===== src/rtl/kgp_risc_pkg.sv =====
// Shared definitions for the KGP-RISC core: datapath widths, PC step and
// the fetch-stage state encoding.
package kgp_risc_pkg;

    localparam int INSTR_W = 32;
    localparam int PC_W    = 32;

    // Sequential PC step; 32'hFFFF_FFFC + PC_INC wraps to zero.
    localparam logic [PC_W-1:0] PC_INC = PC_W'(4);

    typedef enum logic [1:0] {
        IDLE  = 2'd0,
        REQ   = 2'd1,
        WAIT  = 2'd2,
        FLUSH = 2'd3
    } fetch_state_t;

    // Redirect targets are word addresses; the two low bits carry no meaning.
    function automatic logic [PC_W-1:0] align_pc(input logic [PC_W-1:0] addr);
        return {addr[PC_W-1:2], 2'b00};
    endfunction

endpackage


===== src/rtl/instruction_fetch_unit.sv =====
// Instruction fetch stage: owns the PC, fetches one word at a time from
// instruction memory over req/ack and hands it to the decoder through a
// valid/ready output register. Redirects from execute replace the PC; a
// request that is already on the bus is completed and its data dropped.
module instruction_fetch_unit
    import kgp_risc_pkg::*;
#(
    parameter logic [PC_W-1:0] RESET_PC = '0
) (
    input  logic               clk,
    input  logic               rst,
    output logic               imem_req,
    output logic [PC_W-1:0]    imem_addr,
    input  logic               imem_ack,
    input  logic [INSTR_W-1:0] imem_rdata,
    output logic               instr_valid,
    input  logic               instr_ready,
    output logic [INSTR_W-1:0] instr_out,
    output logic [PC_W-1:0]    pc_out,
    input  logic               redirect_valid,
    input  logic [PC_W-1:0]    redirect_pc
);

    fetch_state_t       state_reg,  state_next;
    logic [PC_W-1:0]    pc_reg,     pc_next;
    logic [PC_W-1:0]    target_reg, target_next;
    logic               req_reg,    req_next;
    logic               valid_reg,  valid_next;
    logic [INSTR_W-1:0] instr_reg,  instr_next;
    logic [PC_W-1:0]    pc_out_reg, pc_out_next;
    logic [PC_W-1:0]    redirect_target;

    // The fetch address is the PC itself; while flushing the PC is left
    // untouched so the outstanding request keeps its address until ack.
    assign imem_req    = req_reg;
    assign imem_addr   = pc_reg;
    assign instr_valid = valid_reg;
    assign instr_out   = instr_reg;
    assign pc_out      = pc_out_reg;

    assign redirect_target = align_pc(redirect_pc);

    // Next-state logic: redirect first, then memory response, then decoder handshake.
    always_comb begin
        state_next  = state_reg;
        pc_next     = pc_reg;
        target_next = target_reg;
        valid_next  = valid_reg;
        instr_next  = instr_reg;
        pc_out_next = pc_out_reg;

        case (state_reg)
            IDLE: begin
                // Nothing is outstanding, so a redirect can take effect at once.
                state_next = REQ;
                valid_next = 1'b0;
                if (redirect_valid) begin
                    pc_next = redirect_target;
                end
            end

            REQ: begin
                if (redirect_valid) begin
                    if (imem_ack) begin
                        // Request retires this cycle: drop its data, refetch at target.
                        pc_next = redirect_target;
                    end else begin
                        // Request still outstanding: park the target, keep requesting.
                        target_next = redirect_target;
                        state_next  = FLUSH;
                    end
                end else if (imem_ack) begin
                    instr_next  = imem_rdata;
                    pc_out_next = pc_reg;
                    valid_next  = 1'b1;
                    pc_next     = pc_reg + PC_INC;
                    state_next  = WAIT;
                end
            end

            WAIT: begin
                if (redirect_valid) begin
                    // Held instruction is wrong-path even if the decoder takes it now.
                    pc_next    = redirect_target;
                    valid_next = 1'b0;
                    state_next = REQ;
                end else if (valid_reg && instr_ready) begin
                    valid_next = 1'b0;
                    state_next = REQ;
                end
            end

            FLUSH: begin
                // The newest redirect always wins, including one in the ack cycle.
                if (redirect_valid) begin
                    target_next = redirect_target;
                end
                if (imem_ack) begin
                    pc_next    = redirect_valid ? redirect_target : target_reg;
                    state_next = REQ;
                end
            end

            default: begin
                state_next = IDLE;
                valid_next = 1'b0;
            end
        endcase

        req_next = (state_next == REQ) || (state_next == FLUSH);
    end

    // State, PC, pending target and the registered outputs.
    always_ff @(posedge clk) begin
        if (rst) begin
            state_reg  <= IDLE;
            pc_reg     <= RESET_PC;
            target_reg <= RESET_PC;
            req_reg    <= 1'b0;
            valid_reg  <= 1'b0;
            instr_reg  <= '0;
            pc_out_reg <= '0;
        end else begin
            state_reg  <= state_next;
            pc_reg     <= pc_next;
            target_reg <= target_next;
            req_reg    <= req_next;
            valid_reg  <= valid_next;
            instr_reg  <= instr_next;
            pc_out_reg <= pc_out_next;
        end
    end

endmodule


===== config.mk =====
export PLATFORM = sky130hd
export DESIGN_NAME = instruction_fetch_unit
export DESIGN_NICKNAME = d
export VERILOG_FILES = /design/src/rtl/kgp_risc_pkg.sv /design/src/rtl/instruction_fetch_unit.sv
export SDC_FILE = /design/constraint.sdc
export NUM_CORES = 1
export LEC_CHECK = 0
export ABC_CLOCK_PERIOD_IN_PS = 3000
export BUFFER_PORTS_ARGS = -buffer_cell sky130_fd_sc_hd__buf_2
export CORE_AREA = 2 2 106 108
export DETAILED_ROUTE_END_ITERATION = 6
export DIE_AREA = 0 0 108 110
export PLACE_DENSITY = 0.87
export SYNTH_ARGS = -nofsm -noshare
export SYNTH_HDL_FRONTEND = slang
export SYNTH_SLANG_ARGS = --single-unit

===== constraint.sdc =====
create_clock -name clk -period 3 [get_ports clk]
set_input_delay 0 -clock clk [delete_from_list [all_inputs] [get_ports clk]]
set_output_delay 0 -clock clk [all_outputs]
set_load 0.02 [all_outputs]

==> impl_metrics.csv, run 1 <==
group,metric,value,unit
worst_setup_path,reg2reg_from,"state_reg[0]$_SDFF_PP0_",
routing,met3_length,1.66,mm
worst_setup_path,slowest_stage,"dlygate4sd3_1",
routing,num_vias,6679,
worst_setup_path,cp.buffers_inverters,3,
clocking,htreeDepth,4,
worst_setup_path,r2r_end,"instr_out[7]$_SDFFE_PP0P_",
logic_synthesis,yosys.area_share.simple,25.6,%
worst_setup_path,r2r_cells,7,
logic_synthesis,synth_compound_area_share,21.8,%
logic_synthesis,synthTopCellsByCount,"nand2_1 (220), dfxtp_1 (131), a21oi_1 (111)",
worst_setup_path,worst-setup-path-type,"reg2reg",
routing,via_per_inst,5.70,
routing,routedWlPerCell,16.4,µm
floorplan,rows,38,
worst_setup_path,cp-end-kind,"register",
logic_synthesis,yosysMostFrequentCell,"nand2_1",
routing,drt_pass1_iterations,5,
pwr,irDropWorstVdd,0.405,mV
timing,setup-tns-final,0,ns
timing,rsz0062_at_grt,"false",
logic_synthesis,ys_warn_count,0,
timing,skew,0.00893,ns
worst_setup_path,crit_arrival,3.17,ns
grt,first_global_vias,6271,
worst_hold_path,hold_path_end,"imem_addr[7]$_SDFFE_PP0P_",
logic_synthesis,syn_inst,775,
logic_synthesis,synth_fa_ha_area_share,0.215,%
logic_synthesis,synth_seq_cells,131,
worst_setup_path,cp_max_fo,35,
routing,drc,0,
grt,grt_max_degree,60,
routing,met2_length,9.26,mm
routing,top_layer,"met4",
worst_setup_path,r2r_slack,0.24,ns
worst_hold_path,worstHoldStart,"redirect_valid",
grt,antenna_found_initial,0,
timing,fin_crit_sh,91.9,%
grt,track_usage,32.6,%
logic_synthesis,synth_top_family_by_area,"simple AND/OR/NAND/NOR gates",
worst_setup_path,required,3.42,ns
worst_setup_path,startpoint_type,"register",
floorplan,num_io_pins,167,
timing,slew_headroom,49.0,%
worst_hold_path,hold_path_depth,3,
placement,io_buffers,164,
worst_hold_path,hold_path.class,"in2reg",
floorplan,die_area,0.0119,mm²
timing,drv_slew,0,
pwr,power_density,566,mW/mm²
logic_synthesis,yosys.area_share.xor_xnor,1.96,%
logic_synthesis,netlist_area,0.00581,mm²
final_layout,nets,1088,
worst_setup_path,cp_top_family,"buffers and inverters",
clocking,clock_latency,0.54,ns
clocking,cts_tree,"yes",
routing,first_iter_violations,657,
final_layout,final_util,78.4,%
final_layout,drive_gt1_share,21.3,%
clocking,cts.clk_slew.worst_paths,0.06,ns
clocking,cts_buffers,17,
floorplan,die_h,110,µm
logic_synthesis,synth-seq-area-share,45.1,%
status,status,"finished clean",
floorplan,die_x,108,µm
placement,hpwl,11.1,mm
timing,clock.fmax,363,MHz
worst_setup_path,slowest_delay,0.62,ns
logic_synthesis,yosys-mux-area-fraction,0.689,%
pwr,p_leak,3.58,nW
final_layout,area_growth,44.2,%
logic_synthesis,ys.flop_type,"dfxtp_1",
worst_setup_path,cp_cell_sequence,"nor3b_1, buf_4, nand2_2, buf_12, nand2_1, a21oi_1, dlygate4sd3_1",
floorplan,core-area,0.0107,mm²
logic_synthesis,yosys-top-cells-area,"dfxtp_1 (45%), nand2_1 (14%), a21oi_1 (9.6%)",
timing,setup-violations-final,0,
timing,period_minus_slack,2.76,ns
clocking,cts_buffer_depth,2,
grt,overflow,0,
logic_synthesis,yosysUniqueCellTypes,53,
logic_synthesis,synth-edff-count,0,
timing,hold_violations,0,
routing,wl_met1,7.84,mm
logic_synthesis,yosysTopAreaCellShare,45.1,%
clocking,clock-sinks,131,
clocking,cts-root-buf,"clkbuf_8",
job,cap_violations,0,
logic_synthesis,syn_nets,845,
grt,grt_pass1_wl,30.5,mm
timing,worst_pin_slew,0.746,ns
routing,final_antenna_net_count,0,
logic_synthesis,synth.avg_cell_area,7.50,µm²
floorplan,start_util,54.3,%
logic_synthesis,synthArstFlopShare,0,%
routing,routed_wl,19.2,mm
final_layout,diodes,0,
placement,gp_congestion,0.857,
logic_synthesis,yosysTopAreaCell,"dfxtp_1",
==> metrics by stage <==
step           power (mW)  area, µm²  worst slack, ns  hold WS (ns)  instances
2_1_floorplan        2.30       5810            0.782         0.136        775
3_3_place_gp         2.51       6750            0.801         0.240       1037
3_5_place_dp         2.52       6750            0.761         0.246       1037
4_1_cts              4.72       8380            0.314         0.132       1171
5_1_grt              4.90       8380           0.0662         0.165       1171
6_report             4.74       8380            0.243         0.150       1171
==> report_power, final <==
part | switching [mW] | internal, mW | total (mW)
registers | 0.102 | 1.82 | 1.92
clock network | 0.751 | 1.39 | 2.14
logic | 0.393 | 0.285 | 0.679
==> layout by cell type, fill, tap and decap left out, types with 7 or more instances in the layout <==
cell           instances
nand2_1              219
dlygate4sd3_1        102
buf_4                 17
o211ai_1              11
buf_2                163
dfxtp_1              131
o22ai_1               13
a21oi_1              110
inv_1                 11
clkbuf_16             16
nand4_1                7
xor2_1                 7
nor2_1                55
a211oi_1              11
nor3_1                 8
nand3_1               15
nor4_1                11
o21ai_0               20
a2bb2oi_1              7
==> worst max path at each step <==
stage,startpoint,endpoint,depth (start not counted)
4_1_cts,state_reg[0]$_SDFF_PP0_,instr_out[30]$_SDFFE_PP0P_,7
2_1_floorplan,imem_addr[2]$_SDFFE_PP0P_,imem_addr[28]$_SDFFE_PP0P_,6
5_1_grt,state_reg[0]$_SDFF_PP0_,instr_out[24]$_SDFFE_PP0P_,7
6_report,state_reg[0]$_SDFF_PP0_,instr_out[7]$_SDFFE_PP0P_,7
3_5_place_dp,imem_addr[7]$_SDFFE_PP0P_,imem_addr[29]$_SDFFE_PP0P_,5
3_3_place_gp,imem_addr[7]$_SDFFE_PP0P_,imem_addr[29]$_SDFFE_PP0P_,5
==> repair_timing <==
action                    in CTS  in global routing
hold buffers                 102                  0
setup buffers                  0                  0
hold endpoints to repair      95                  0
gates resized for setup        0                  0
==> kinds of logic after synthesis <==
| kind of cell | Yosys count |
|---|---|
| simple gates | 346 |
| xor+xnor | 13 |
| buf+inv | 71 |
| flops | 131 |
| mux | 4 |
| fa+ha+maj | 1 |
| compound gates | 209 |
==> layer usage <==
layer	vias up	track usage, %
met5	-	0
met4	0	11.0
met3	46	9.17
met2	348	53.5
met1	3115	41.5
li1	3170	-
==> worst register-to-register path, delay by kind of cell (launching register included) <==
| kind | cells | cell delay [ns] |
|---|---|---|
| flip-flops | 1 | 0.60 |
| AO/OA/AOI/OAI | 1 | 0.07 |
| buffers and inverters | 3 | 1.20 |
| AND/OR/NAND/NOR | 3 | 0.76 |
==> cell type report <==
type	count	area, µm²
multi-input combinational	573	2930
sequential	131	2620
fill	730	2310
timing repair buffer	284	2000
clock buffer	22	453
tap	140	175
clock inverter	10	155
inverter	11	41.3
No activity file was read; power rests on OpenSTA's default activity.
==> inputs of run 2 (changes only) <==
--- a/config.mk
+++ b/config.mk
@@ -7,10 +7,11 @@
 export LEC_CHECK = 0
 export ABC_CLOCK_PERIOD_IN_PS = 3000
 export BUFFER_PORTS_ARGS = -buffer_cell sky130_fd_sc_hd__buf_2
-export CORE_AREA = 2 2 106 108
+export CORE_AREA = 2 2 143 145
+export CTS_BUF_LIST = sky130_fd_sc_hd__clkbuf_4 sky130_fd_sc_hd__clkbuf_8
 export DETAILED_ROUTE_END_ITERATION = 6
-export DIE_AREA = 0 0 108 110
-export PLACE_DENSITY = 0.87
+export DIE_AREA = 0 0 145 147
+export PLACE_DENSITY = 0.54
 export SYNTH_ARGS = -nofsm -noshare
 export SYNTH_HDL_FRONTEND = slang
 export SYNTH_SLANG_ARGS = --single-unit
==> impl_metrics.csv, run 2 (synthesis gave the netlist of run 1 again) <==
group,metric,value,unit
status,status,"finished clean",
clocking,ctsResizeCount,0,
routing,via_per_inst,4.81,
timing,setup-tns-final,0,ns
pwr,irDropWorstVdd,0.297,mV
timing,slew_headroom,51.9,%
clocking,cts_buffer_depth,2,
floorplan,die_h,147,µm
pwr,power_density,527,mW/mm²
final_layout,final_util,41.5,%
floorplan,rows,52,
timing,fin_crit_sh,82.1,%
grt,track_usage,18.4,%
clocking,cts-root-buf,"clkbuf_8",
timing,rsz0062_at_grt,"false",
placement,io_buffers,164,
final_layout,mostFrequentLayoutCells,"nand2_1 (219), buf_2 (163), dfxtp_1 (131)",
floorplan,die_x,145,µm
routing,routed_wl,19.4,mm
worst_setup_path,cp-end-kind,"register",
final_layout,final_area,0.00824,mm²
clocking,clock-sinks,131,
timing,period_minus_slack,2.46,ns
timing,skew,0.00993,ns
worst_setup_path,worst-setup-path-type,"reg2reg",
final_layout,nets,1074,
final_layout,drive_gt1_share,22.1,%
placement,post_dp_cell_area,0.00691,mm²
worst_hold_path,hold_path.class,"in2reg",
worst_setup_path,cp_max_fo,29,
final_layout,layout.cells.most_common,"nand2_1",
clocking,cts_buffers,17,
grt,overflow,0,
final_layout,finalNonFillerCells,1287,
timing,setup-violations-final,0,
routing,routedWlPerCell,15.1,µm
clocking,cts.clk_slew.worst_paths,0.07,ns
job,cap_violations,0,
final_layout,area_growth,41.7,%
routing,final_antenna_net_count,0,
routing,drc,0,
placement,gp_congestion,0.809,
floorplan,num_io_pins,167,
grt,grt_max_degree,55,
grt,first_global_vias,5829,
routing,drt_pass1_iterations,7,
grt,grt_pass1_wl,31.4,mm
worst_setup_path,crit_arrival,2.81,ns
timing,clock.fmax,406,MHz
floorplan,core-area,0.0198,mm²
grt,antenna_found_initial,1,
clocking,cts_setup_buffers,0,
placement,hpwl,12.7,mm
timing,drv_slew,0,
floorplan,start_util,29.3,%
pwr,p_leak,3.42,nW
worst_setup_path,required,3.34,ns
timing,worst_pin_slew,0.704,ns
clocking,cts_tree,"yes",
floorplan,die_area,0.0213,mm²
clocking,htreeDepth,4,
timing,hold_violations,0,
routing,first_iter_violations,405,
placement,place_inst,1169,
final_layout,diodes,0,
pwr,total_power,4.34,mW
worst_setup_path,startpoint_type,"register",
routing,num_vias,6193,
clocking,clock_latency,0.46,ns
[run 2: worst paths after layout]
path                                               from                         end  slack [ns]  depth (start not counted)
worst min-delay path                     redirect_valid  imem_addr[16]$_SDFFE_PP0P_        0.04                          4
worst min register to register  pc_out[22]$_SDFFE_PP0P_     pc_out[22]$_SDFFE_PP0P_        0.45                          2
worst max register to register  state_reg[0]$_SDFF_PP0_  instr_out[22]$_SDFFE_PP0P_        0.54                          7
worst max-delay path            state_reg[0]$_SDFF_PP0_  instr_out[22]$_SDFFE_PP0P_        0.54                          7
[run 2: what timing repair did]
action,in CTS,in global routing
hold endpoints to repair,87,0
hold buffers,86,0
setup endpoints to repair,0,0
[run 2: power breakdown]
group | internal (mW) | switching, mW
Sequential | 1.82 | 0.0968
Combinational | 0.273 | 0.390
Clock | 1.05 | 0.712
Total | 3.14 | 1.20
[run 2: critical path, cell delays in order, from the launching register on]
cell           delay [ns]
dfxtp_1              0.44
nor3b_1              0.22
buf_4                0.24
nand2_2              0.31
buf_4                0.37
nand2_1              0.11
a21oi_1              0.06
dlygate4sd3_1        0.58
[run 2: through the flow]
stage          worst slack (ns)  hold slack, ns
2_1_floorplan             0.782           0.136
3_3_place_gp              0.838           0.240
3_5_place_dp              0.831           0.245
4_1_cts                   0.547          0.0203
5_1_grt                   0.400          0.0732
6_report                  0.536          0.0357
[run 2: cell type report]
cell class,instances,area [µm²]
fillers,2056,11600
multi-input cells,573,2930
flip-flops and latches,131,2620
repair buffers,270,1830
well taps,270,338
clock buffers,24,324
clock inverters,8,145
inverters,11,41.3
[run 2: per-layer routing]
layer	track usage, %	wire (µm)	vias to the layer above
li1	-	-	3127
met1	25.4	9190	2872
met2	28.4	8780	175
met3	4.78	1250	17
met4	4.85	180	2
met5	0	13	-
